**src/rtl/ram_arb_pkg.sv**
```systemverilog
// Shared definitions for the RAM port arbiter: owner encodings and default widths.
package ram_arb_pkg;

  localparam int unsigned DEF_ADDR_W = 8;
  localparam int unsigned DEF_DATA_W = 8;

  // Owner of a RAM cycle; also used as the read-return tag
  typedef enum logic [1:0] {
    OWNER_NONE = 2'b00,
    OWNER_CPU  = 2'b01,
    OWNER_DBG  = 2'b10
  } owner_t;

endpackage

```
**src/rtl/ram_arb_rd_tag_pipe.sv**
```systemverilog
// RD_LAT-deep shift register of owner tags. A tag enters with the grant
// decision and exits in the cycle whose closing edge captures ram_rdata.
module ram_arb_rd_tag_pipe
  import ram_arb_pkg::*;
#(
  parameter int unsigned DEPTH = 1
) (
  input  logic   clk_qzt,
  input  logic   clr,
  input  owner_t tag_in,
  output owner_t tag_out
);

  owner_t stage [DEPTH];

  // Shift tags one stage per cycle; clear discards every in-flight read
  always_ff @(posedge clk_qzt) begin
    if (clr) begin
      for (int unsigned i = 0; i < DEPTH; i++) stage[i] <= OWNER_NONE;
    end else begin
      stage[0] <= tag_in;
      for (int unsigned i = 1; i < DEPTH; i++) stage[i] <= stage[i-1];
    end
  end

  assign tag_out = stage[DEPTH-1];

endmodule

```
**src/rtl/ram_port_arbiter.sv**
```systemverilog
// Arbitrates the single-port block RAM between the CPU data port and the
// debug/loader port, one access per cycle, and steers read data back to the
// requester that issued each read.
// Optional build macro RAM_ARB_ROUND_ROBIN_EN: replaces fixed CPU priority and
// the debug starvation guard with alternating (last-winner) arbitration.
module ram_port_arbiter
  import ram_arb_pkg::*;
#(
  parameter int unsigned ADDR_W   = DEF_ADDR_W,
  parameter int unsigned DATA_W   = DEF_DATA_W,
  parameter int unsigned RD_LAT   = 1,
  parameter logic [3:0]  MAX_WAIT = 4'd8
) (
  input  logic              clk_qzt,
  input  logic              reset,
  input  logic              cpu_req,
  input  logic              cpu_we,
  input  logic [ADDR_W-1:0] cpu_addr,
  input  logic [DATA_W-1:0] cpu_wdata,
  output logic              cpu_gnt,
  output logic              cpu_rvalid,
  output logic [DATA_W-1:0] cpu_rdata,
  input  logic              dbg_req,
  input  logic              dbg_we,
  input  logic [ADDR_W-1:0] dbg_addr,
  input  logic [DATA_W-1:0] dbg_wdata,
  output logic              dbg_gnt,
  output logic              dbg_rvalid,
  output logic [DATA_W-1:0] dbg_rdata,
  output logic              ram_en,
  output logic              ram_we,
  output logic [ADDR_W-1:0] ram_addr,
  output logic [DATA_W-1:0] ram_wdata,
  input  logic [DATA_W-1:0] ram_rdata,
  output logic [1:0]        arb_owner
);

  logic              cpu_elig;
  logic              dbg_elig;
  logic              cpu_win;
  logic              dbg_win;
  owner_t            win_owner;
  owner_t            push_tag;
  owner_t            exit_tag;
  logic              sel_we;
  logic [ADDR_W-1:0] sel_addr;
  logic [DATA_W-1:0] sel_wdata;

  // A requester whose grant is showing this cycle is not eligible again yet
  assign cpu_elig = cpu_req & ~cpu_gnt;
  assign dbg_elig = dbg_req & ~dbg_gnt;

`ifdef RAM_ARB_ROUND_ROBIN_EN
  logic last_dbg;

  assign dbg_win = dbg_elig & (~cpu_elig | ~last_dbg);
  assign cpu_win = cpu_elig & ~dbg_win;

  // Remember who was granted last; starts at debug so the CPU wins first
  always_ff @(posedge clk_qzt) begin
    if (reset)        last_dbg <= 1'b1;
    else if (dbg_win) last_dbg <= 1'b1;
    else if (cpu_win) last_dbg <= 1'b0;
  end
`else
  logic [3:0] wait_cnt;

  assign dbg_win = dbg_elig & (~cpu_elig | (wait_cnt == MAX_WAIT));
  assign cpu_win = cpu_elig & ~dbg_win;

  // Count cycles debug has been eligible but passed over, saturating
  always_ff @(posedge clk_qzt) begin
    if (reset)                          wait_cnt <= '0;
    else if (!dbg_req || dbg_win)       wait_cnt <= '0;
    else if (dbg_elig && wait_cnt < MAX_WAIT) wait_cnt <= wait_cnt + 4'd1;
  end
`endif

  // Select the winner's access and the tag it pushes into the return pipe
  always_comb begin
    win_owner = OWNER_NONE;
    sel_we    = 1'b0;
    sel_addr  = cpu_addr;
    sel_wdata = cpu_wdata;
    push_tag  = OWNER_NONE;
    if (dbg_win) begin
      win_owner = OWNER_DBG;
      sel_we    = dbg_we;
      sel_addr  = dbg_addr;
      sel_wdata = dbg_wdata;
    end else if (cpu_win) begin
      win_owner = OWNER_CPU;
      sel_we    = cpu_we;
    end
    if (win_owner != OWNER_NONE && !sel_we) push_tag = win_owner;
  end

  ram_arb_rd_tag_pipe #(
    .DEPTH (RD_LAT)
  ) u_tag_pipe (
    .clk_qzt (clk_qzt),
    .clr     (reset),
    .tag_in  (push_tag),
    .tag_out (exit_tag)
  );

  // Registered grant, RAM strobe and read-return outputs
  always_ff @(posedge clk_qzt) begin
    if (reset) begin
      cpu_gnt    <= 1'b0;
      dbg_gnt    <= 1'b0;
      ram_en     <= 1'b0;
      ram_we     <= 1'b0;
      ram_addr   <= '0;
      ram_wdata  <= '0;
      arb_owner  <= OWNER_NONE;
      cpu_rvalid <= 1'b0;
      dbg_rvalid <= 1'b0;
      cpu_rdata  <= '0;
      dbg_rdata  <= '0;
    end else begin
      cpu_gnt   <= cpu_win;
      dbg_gnt   <= dbg_win;
      ram_en    <= cpu_win | dbg_win;
      ram_we    <= sel_we;
      arb_owner <= win_owner;
      if (cpu_win || dbg_win) begin
        ram_addr  <= sel_addr;
        ram_wdata <= sel_wdata;
      end
      cpu_rvalid <= (exit_tag == OWNER_CPU);
      dbg_rvalid <= (exit_tag == OWNER_DBG);
      if (exit_tag == OWNER_CPU) cpu_rdata <= ram_rdata;
      if (exit_tag == OWNER_DBG) dbg_rdata <= ram_rdata;
    end
  end

endmodule

```
**config.mk**
```make
export PLATFORM = sky130hd
export DESIGN_NAME = ram_port_arbiter
export DESIGN_NICKNAME = d
export VERILOG_FILES = /design/src/rtl/ram_arb_pkg.sv /design/src/rtl/ram_arb_rd_tag_pipe.sv /design/src/rtl/ram_port_arbiter.sv
export SDC_FILE = /design/constraint.sdc
export NUM_CORES = 1
export LEC_CHECK = 0
export ABC_AREA = 1
export CORE_ASPECT_RATIO = 1.5
export CORE_MARGIN = 3
export CORE_UTILIZATION = 41
export CTS_CLUSTER_SIZE = 8
export DETAILED_ROUTE_END_ITERATION = 16
export GPL_TIMING_DRIVEN = 0
export PLACE_DENSITY = 0.86
export SETUP_SLACK_MARGIN = 0.5
export SYNTH_ARGS = -nofsm -noshare
export SYNTH_HDL_FRONTEND = slang
export SYNTH_SLANG_ARGS = --single-unit
```
**constraint.sdc**
```tcl
create_clock -name clk_qzt -period 1.6 [get_ports clk_qzt]
set_clock_uncertainty 0.1 [all_clocks]
set_input_delay 0.32 -clock clk_qzt [delete_from_list [all_inputs] [get_ports clk_qzt]]
set_output_delay 0.32 -clock clk_qzt [all_outputs]
set_load 0.01 [all_outputs]
```
==> impl_table.tex <==
\begin{tabular}{lr}
\hline
Metric & Value \\
\hline
\multicolumn{2}{l}{\textbf{Outcome}} \\
Run status & finished, final reports clean \\
\multicolumn{2}{l}{\textbf{Placement}} \\
IO Port Bufs & 84 \\
Final HPWL from detailed placement & 3790 um \\
Final weighted congestion in routability-driven placement & 0.793 \\
Cell count after placement & 382 \\
Placed standard-cell area & 0.00278 mm\^{}2 \\
\multicolumn{2}{l}{\textbf{Synthesis}} \\
Synth top cells by count & sky130\_fd\_sc\_hd\_\_nor2\_1, sky130\_fd\_sc\_hd\_\_dfxtp\_1, sky130\_fd\_sc\_hd\_\_nand2\_1, sky130\_fd\_sc\_hd\_\_inv\_1, sky130\_fd\_sc\_hd\_\_nand3\_1 \\
Ys Warns & 0 \\
Share of the synthesized area in the top cell type & 47.9\% \\
Fraction of the yosys area taken by sequential cells & 47.9\% \\
Count of flip-flops with a built-in enable after synthesis & 0 \\
Async set-or-reset flop fraction in the synthesized netlist & 0\% \\
Synth Cell Area & 0.00184 mm\^{}2 \\
Total of flip-flops plus latches after synthesis & 44 \\
Synthesized netlist net count & 300 \\
Avg Synthesized Cell Area & 7.29 um\^{}2 \\
Most area-hungry cell type in the Yosys netlist & sky130\_fd\_sc\_hd\_\_dfxtp\_1 \\
Cells taking the most area after synthesis & sky130\_fd\_sc\_hd\_\_dfxtp\_1, sky130\_fd\_sc\_hd\_\_nor2\_1, sky130\_fd\_sc\_hd\_\_nand2\_1, sky130\_fd\_sc\_hd\_\_inv\_1, sky130\_fd\_sc\_hd\_\_nand3\_1 \\
Count of different cell masters after synthesis & 23 \\
Mapped Cells & 252 \\
Most instantiated flip-flop cell in the synthesis netlist & sky130\_fd\_sc\_hd\_\_dfxtp\_1 \\
Count leader, synth & sky130\_fd\_sc\_hd\_\_nor2\_1 \\
\multicolumn{2}{l}{\textbf{Worst hold path}} \\
Type of the most critical hold path & primary input to flop \\
Number of cells traversed by the worst hold path & 2 \\
\multicolumn{2}{l}{\textbf{STA}} \\
Unrepaired setup endpoints after global routing & yes \\
Fin. max-slew vios & 0 \\
Tightest hold margin & 0.197 ns \\
Rel. slew slack & 81.1\% \\
Slew of the pin with the lowest slew margin & 0.283 ns \\
Endpoints failing hold & 0 \\
Final min period & 1.37 ns \\
Number of setup violations in the final report & 0 \\
Final critical-path share of the clock period & 85.3\% \\
Fmax & 733 MHz \\
\multicolumn{2}{l}{\textbf{Critical path}} \\
Cells on worst reg2reg path & 8 \\
Kind of critical path & flop to flop \\
Crit path DAT & 1.46 ns \\
Worst Path Required & 1.70 ns \\
CP Launch Type & flop \\
Setup crit end kind & flop \\
Crit path max fanout & 7 \\
\multicolumn{2}{l}{\textbf{Global routing}} \\
Global-route wire length before repair & 8790 um \\
Vias in the first global route & 2003 \\
Initial antenna violation count & 0 \\
Pin count of the biggest net entering global routing & 15 \\
Overflow left after global routing & 0 \\
Global routing usage summed across all routing layers & 22.1\% \\
\multicolumn{2}{l}{\textbf{Clocking}} \\
Total clock sinks & 44 \\
Clock Tree Buf Depth & 2 \\
CTS clk-pin slew, worst paths & 0.08 ns \\
Clock insertion delay at the later pin of the skew report & 0.29 ns \\
CTS H-Tree Depth & 2 \\
CTS tree & yes \\
Hold buffers post-CTS & 0 \\
Total clock buffers created by CTS & 5 \\
Root Buffer & sky130\_fd\_sc\_hd\_\_clkbuf\_8 \\
\multicolumn{2}{l}{\textbf{Power}} \\
Leak pwr & 1.50 nW \\
Largest voltage drop on the vdd net & 559 uV \\
Pwr dens & 761 mW/mm\^{}2 \\
\multicolumn{2}{l}{\textbf{Cells and area}} \\
Antenna fix cells & 0 \\
Area Growth Syn to Fin & 83.1\% \\
Final Instance Area & 0.00337 mm\^{}2 \\
Final core occ & 78.6\% \\
Fraction of final layout cells sized beyond drive strength 1 & 48.1\% \\
Final Instance Count excl. Fillers & 410 \\
Layout Nets & 411 \\
\multicolumn{2}{l}{\textbf{Die}} \\
Die span in y & 88 um \\
Starting utilization of the core area & 42.9\% \\
Floorplan die area & 0.00534 mm\^{}2 \\
Area of the core & 0.00428 mm\^{}2 \\
Placement row count & 29 \\
Overall die width & 60.7 um \\
Number of I/O pins & 86 \\
\multicolumn{2}{l}{\textbf{Drt}} \\
Remaining antenna violation count after routing & 0 \\
Vias per cell & 4.99 \\
Length of the first detailed-routing pass in iterations & 4 \\
Vias & 2046 \\
DRC violation count after routing & 0 \\
Aggregate routed wire length & 5900 um \\
Routed length per placed instance & 14.4 um \\
DR iter-0 viols & 106 \\
\multicolumn{2}{l}{\textbf{Job}} \\
Maximum capacitance violations & 0 \\
\hline
\end{tabular}
-- state kept, by name (all words and copies together) (netlist names) --
register          count
cpu_rdata             8
dbg_rdata             8
ram_addr              8
ram_wdata             8
wait_cnt              4
u_tag_pipe.stage      2
arb_owner             1
cpu_rvalid            1
dbg_gnt               1
dbg_rvalid            1
ram_en                1
ram_we                1
-- worst paths after layout --
check / from / slack, ns / end
min: reset / 0.20 / arb_owner[0]
min reg2reg: ram_addr[1] / 0.38 / ram_addr[1]
max reg2reg: arb_owner[0] / 0.23 / u_tag_pipe.stage[0][1]
max: arb_owner[0] / 0.23 / u_tag_pipe.stage[0][1]
-- through the flow --
step | worst slack, ns | TNS (ns) | power, mW
5_1_grt | 0.166 | 0 | 2.68
6_report | 0.235 | 0 | 2.56
3_5_place_dp | -0.258 | -4.55 | 1.73
2_1_floorplan | 0.323 | 0 | 1.44
4_1_cts | 0.283 | 0 | 2.53
3_3_place_gp | -0.220 | -3.55 | 1.72
-- metal layers --
layer  track usage (%)  vias to the layer above  wire [um]
met3              6.49                       13        391
met1              21.4                      940       2030
met2              42.1                       81       3340
met4              8.28                        0        133
li1                  -                     1012          -
met5                 0                        -          0
-- repair_timing --
action / in CTS / in global routing
gates resized for setup: 275 / 32
gates cloned: 4 / 1
endpoints found under the setup margin: 83 / 82
setup buffers: 12 / 3
pin swaps: 20 / 8
-- kinds of logic (layout without fill, tap and decap cells) --
kind of cell,count (synthesis),in the layout,share of synthesized area [%]
AOI/OAI and AO/OA,38,38,10.6
adders and majority gates,2,2,1.36
buffers and inverters,43,155,10.6
DFF,44,44,47.9
and+or+nand+nor,125,125,29.5
-- worst max-delay path, cell delays in order (launching register included) --
cell                      delay (ns)
sky130_fd_sc_hd__dfxtp_4        0.37
sky130_fd_sc_hd__buf_6          0.12
sky130_fd_sc_hd__nor2_4         0.12
sky130_fd_sc_hd__nand2_4        0.09
sky130_fd_sc_hd__nand2_8        0.13
sky130_fd_sc_hd__buf_8          0.15
sky130_fd_sc_hd__nand3_4        0.08
sky130_fd_sc_hd__nand3_2        0.08
sky130_fd_sc_hd__nor2_2         0.03
-- layout by cell type, fill, tap and decap left out, types with 5 or more instances in the layout --
cell type                         instances
sky130_fd_sc_hd__buf_6                   48
sky130_fd_sc_hd__inv_1                   23
sky130_fd_sc_hd__nand3_1                 16
sky130_fd_sc_hd__clkdlybuf4s50_1         42
sky130_fd_sc_hd__buf_4                   13
sky130_fd_sc_hd__o21ai_0                 14
sky130_fd_sc_hd__inv_2                    5
sky130_fd_sc_hd__dfxtp_2                 36
sky130_fd_sc_hd__nand2_1                 27
sky130_fd_sc_hd__nor2_1                  41
sky130_fd_sc_hd__o21ai_1                 14
sky130_fd_sc_hd__clkbuf_8                 5
sky130_fd_sc_hd__nor2_2                  13
sky130_fd_sc_hd__nand2_2                 12
sky130_fd_sc_hd__dfxtp_1                  6
-- where the power goes --
group	total, mW	internal (mW)	switching, mW
Combinational	0.660	0.368	0.292
Clock	0.682	0.304	0.378
Sequential	1.22	1.17	0.0482
-- cell type report --
type | instances | area (um^2)
buffer | 11 | 106
clock buffer | 5 | 68.8
clock inverter | 3 | 18.8
fill | 293 | 916
inverter | 32 | 134
multi-input combinational | 165 | 961
sequential | 44 | 933
tap | 46 | 57.6
timing repair buffer | 103 | 1080
timing repair inverter | 1 | 6.26
(Power assumes the default switching activity.)
